<file path="src/rtl/uart_cmd_latch.sv">
// Latches UART command bytes into held game actions with a hold timeout.
// i_valid crosses in through a synchronizer; i_data is sampled on its synchronized rising edge.
module uart_cmd_latch #(
   parameter int HOLD_CYCLES = 3_600_000,
   parameter int SYNC_STAGES = 2
) (
   input  logic       i_clk,
   input  logic       i_rst_n,
   input  logic [7:0] i_data,
   input  logic       i_valid,
   output logic       o_right,
   output logic       o_left,
   output logic       o_squat,
   output logic       o_defend,
   output logic       o_jump,
   output logic       o_attack,
   output logic       o_select,
   output logic [7:0] o_err_cnt,
   output logic       o_active
);

   localparam int CNT_W = (HOLD_CYCLES > 2) ? $clog2(HOLD_CYCLES) : 1;
   localparam logic [CNT_W-1:0] CNT_LOAD = CNT_W'(HOLD_CYCLES - 1);

   logic [SYNC_STAGES-1:0] sync_reg, sync_next;
   logic [SYNC_STAGES-1:0] fill_reg;
   logic                   sv_prev_reg;
   logic                   armed_reg;
   logic [7:0]             byte_reg, byte_next;
   logic [6:0]             held_reg, held_next;
   logic [2:0]             held_prev_reg;
   logic [CNT_W-1:0]       cnt_reg, cnt_next;
   logic [7:0]             err_reg, err_next;
   logic                   sv, filled, rise, reject, accept;

   genvar gi;
   generate
      for (gi = 0; gi < SYNC_STAGES; gi++) begin : g_sync
         if (gi == 0) begin : g_first
            assign sync_next[gi] = i_valid;
         end else begin : g_rest
            assign sync_next[gi] = sync_reg[gi-1];
         end
      end
   endgenerate

   assign sv     = sync_reg[SYNC_STAGES-1];
   assign filled = fill_reg[SYNC_STAGES-1];
   // Edges only count once the chain holds real samples and a low level has been seen,
   // so a valid already high at reset release is ignored.
   assign rise   = armed_reg & sv & ~sv_prev_reg;

   assign byte_next = rise ? i_data : byte_reg;
   assign reject    = byte_next[7] | (byte_next[0] & byte_next[1]);
   assign accept    = rise & ~reject;

   always_comb begin
      held_next = held_reg;
      cnt_next  = cnt_reg;
      err_next  = err_reg;
      if (accept) begin
         held_next = byte_next[6:0];
         cnt_next  = CNT_LOAD;
      end else if (cnt_reg != '0) begin
         cnt_next = cnt_reg - CNT_W'(1);
      end else begin
         held_next = '0;
      end
      if (rise && reject && (err_reg != 8'hFF)) begin
         err_next = err_reg + 8'd1;
      end
   end

   always_ff @(posedge i_clk) begin
      if (!i_rst_n) begin
         sync_reg      <= '0;
         fill_reg      <= '0;
         sv_prev_reg   <= 1'b0;
         armed_reg     <= 1'b0;
         byte_reg      <= '0;
         held_reg      <= '0;
         held_prev_reg <= '0;
         cnt_reg       <= '0;
         err_reg       <= '0;
         o_right       <= 1'b0;
         o_left        <= 1'b0;
         o_squat       <= 1'b0;
         o_defend      <= 1'b0;
         o_jump        <= 1'b0;
         o_attack      <= 1'b0;
         o_select      <= 1'b0;
         o_active      <= 1'b0;
      end else begin
         sync_reg      <= sync_next;
         fill_reg      <= {fill_reg[SYNC_STAGES-2:0], 1'b1};
         sv_prev_reg   <= sv;
         armed_reg     <= armed_reg | (filled & ~sv);
         byte_reg      <= byte_next;
         held_reg      <= held_next;
         held_prev_reg <= {held_reg[6], held_reg[4], held_reg[2]};
         cnt_reg       <= cnt_next;
         err_reg       <= err_next;
         o_right       <= held_reg[0];
         o_left        <= held_reg[1];
         o_squat       <= held_reg[3];
         o_defend      <= held_reg[5];
         o_jump        <= held_reg[2] & ~held_prev_reg[0];
         o_attack      <= held_reg[4] & ~held_prev_reg[1];
         o_select      <= held_reg[6] & ~held_prev_reg[2];
         o_active      <= (cnt_reg != '0);
      end
   end

   assign o_err_cnt = err_reg;

endmodule

</file>
<file path="config.mk">
export PLATFORM = sky130hd
export DESIGN_NAME = uart_cmd_latch
export DESIGN_NICKNAME = d
export VERILOG_FILES = /design/src/rtl/uart_cmd_latch.sv
export SDC_FILE = /design/constraint.sdc
export NUM_CORES = 1
export LEC_CHECK = 0
export CORE_MARGIN = 4
export CORE_UTILIZATION = 29
export DETAILED_ROUTE_END_ITERATION = 12
export PLACE_DENSITY = 0.49
export SYNTH_ARGS = -nofsm -noshare
export SYNTH_HDL_FRONTEND = slang
export SYNTH_SLANG_ARGS = --single-unit
</file>
<file path="constraint.sdc">
create_clock -name i_clk -period 2.65 [get_ports i_clk]
set_input_delay 0.3975 -clock i_clk [delete_from_list [all_inputs] [get_ports i_clk]]
set_output_delay 0.3975 -clock i_clk [all_outputs]
set_load 0.005 [all_outputs]
</file>
==> results_dict.tcl <==
set metrics [dict create \
    wl_mm 5.10 \
    final_antenna_net_count 0 \
    setup_viol 0 \
    syn_area_mm2 0.00232 \
    p_per_area_mw_per_mm2 1130 \
    finalCritPeriodShare_pct 88.5 \
    post_drt_wl_per_cell_um 12.9 \
    design.core.area_mm2 0.00777 \
    ir_drop_uv 456 \
    worstPathRequired_ps 2840 \
    synthCells 260 \
    worst_slack_ps 305 \
    syn_avg_cell_area_um2 8.93 \
    start_kind "flop" \
    dr.pass1.iters 4 \
    cp_cell_sequence "inv_1, ha_1, or3b_2, or3_4, or4_4, xor2_1, a21oi_1" \
    rsz0062_at_grt "no" \
    synth_ff_type "dfxtp_1" \
    drtIter0Drc 79 \
    yosys_warnings 0 \
    cts_made_buffers 9 \
    syn-num-nets 273 \
    gp_congestion 0.800 \
    cp.arrival_ps 2540 \
    path_max_fanout 10 \
    vias_per_cell 4.68 \
    post-place-ws_ps 304 \
    track_usage_pct 11.2 \
    vias 1853 \
    async_reset_ff_share_pct 0 \
    num_io_pins 27 \
    final_hold_viol_count 0 \
    grt_pass1_wl_mm 8.54 \
    fill_cells 820 \
    drv_slew 0 \
    synth_seq_cells 57 \
    fmax_mhz 427 \
    fp.dieArea_mm2 0.00950 \
    leakagePower_uw 0.00109 \
    std_cell_rows 32 \
    slew-limit-headroom_pct 51.8 \
    cp-end-kind "flop" \
    drc 0 \
    drive_gt1_share_pct 9.18 \
    cts-root-buf "clkbuf_8" \
    hold_class "flop to flop" \
    post_cts_resized 0 \
    cts_buffer_depth 2 \
    fin_nets 302 \
    status "finished clean" \
    grt_overflow 0 \
    min_period_ps 2340 \
    grt_pass1_vias 1754 \
    largest_register_ffs 22 \
    cap_violations 0 \
    critPathTopFamily "simple AND/OR/NAND/NOR gates" \
    final_common_cell "dfxtp_1" \
    ys_seq_area_share_pct 49.2 \
    slowest_stage "or3b_2" \
    critPathBufInv 1 \
    cts_tree "done" \
    die_h_um 97.5 \
    dp_hpwl_mm 3.50 \
    antennaDiodeCount 0 \
    start_util_pct 29.9 \
    antenna_found_initial 0 \
    tightestPinTransition_ps 716 \
    final_cell_mix "dfxtp_1, nor2_1, clkdlybuf4s50_1" \
    fin_skew_ps 8.67 \
    port_buffers 26 \
    post-cts-setup-buffers 0 \
    crit_type "flop to flop" \
    clk_pin_slew_ps 70 \
    slowest_delay_ps 540 \
    fin_setup_tns_ps 0 \
    clock_sinks 57 \
    worstSkewPairLatency_ps 330 \
    fp.dieW_um 97.5 \
    synth_edf_count 0 \
    htree_levels 3 \
    grt_max_degree 22 \
    synth.distinct_cells 41 \
    postCtsHoldBufs 0 \
    area_delta_synth_final_pct 25.8 \
]
-- Yosys cell counts (2+ instances only) --
master    instances  area (um2)
nor2b_1           2        12.5
inv_1             5        18.8
nor3b_1           2        15.0
ha_1              2        25.0
clkbuf_1         10        37.5
o211ai_1          2        15.0
nand3_1          15        75.1
o21ai_0           8        40.0
xnor2_1           8        70.1
mux2i_1           2        20.0
nor4b_1           3        26.3
a31oi_1           4        25.0
or3_1             2        12.5
nor3_1            8        40.0
a21oi_1          24         120
nand2_1          22        82.6
and2_1           10        62.6
xor2_1           14         123
or4_1             2        15.0
nand4_1           3        18.8
nor2_1           26        97.6
buf_6             2        22.5
nor4_1            6        37.5
dfxtp_1          57        1140
or4_4             2        22.5
nand3b_1          3        22.5
buf_1             2        7.51
-- layer usage --
metal | part of all wire (%) | vias up | GRT usage (%) | wire length [um]
li1 | - | 960 | - | -
met1 | 49 | 860 | 14.3 | 2520
met2 | 45 | 28 | 17.1 | 2310
met3 | 4.0 | 5 | 4.52 | 203
met4 | 1.3 | 0 | 3.83 | 66
met5 | 0 | - | 0 | 0
-- layout make-up --
type	count	area (um2)	share of cell area, %
flip-flops and latches	57	1140	39.1
multi-input cells	184	1090	37.5
repair buffers	32	318	10.9
clock buffers	11	141	4.84
well taps	102	128	4.37
clock inverters	5	78.8	2.70
inverters	5	18.8	0.643
-- where the power goes --
group / total, uW / switching [uW] / internal [uW] / leakage, uW
sequential: 1140 / 135 / 1000 / 0.000464
combinational: 1260 / 731 / 532 / 0.000508
clock: 907 / 353 / 554 / 0.000113
-- per-stage QoR --
step | cell area (um2) | power [uW] | std cells | utilization, % | hold WS (ps)
3_3_place_gp | 2700 | 2420 | 380 | 34.7 | 373
5_1_grt | 2920 | 3560 | 396 | 37.6 | 406
4_1_cts | 2920 | 3340 | 396 | 37.6 | 392
3_5_place_dp | 2700 | 2420 | 380 | 34.7 | 378
6_report | 2920 | 3310 | 396 | 37.6 | 387
2_1_floorplan | 2320 | 2120 | 260 | - | 367
-- path summary, 6_finish.rpt --
check | cells past startpoint | to | from | slack, ps
hold / removal | 1 | o_jump | held_prev_reg[0] | 390
hold reg to reg | 1 | o_jump | held_prev_reg[0] | 390
setup reg to reg | 7 | cnt_reg[14] | cnt_reg[0] | 310
setup / recovery | 7 | cnt_reg[14] | cnt_reg[0] | 310
-- logic make-up (layout without fill, tap and decap cells) --
kind of cell / count (synthesis) / in the layout / share of synthesized area (%)
buffers and inverters: 19 / 53 / 3.72
and+or+nand+nor: 114 / 114 / 26.1
xor gates and xnor gates: 22 / 22 / 8.30
muxes: 2 / 2 / 0.863
AOI/OAI and AO/OA: 44 / 44 / 10.7
adders and majority gates: 2 / 2 / 1.08
DFF: 57 / 57 / 49.2
Note: power is estimated with default switching activity, not from simulation.
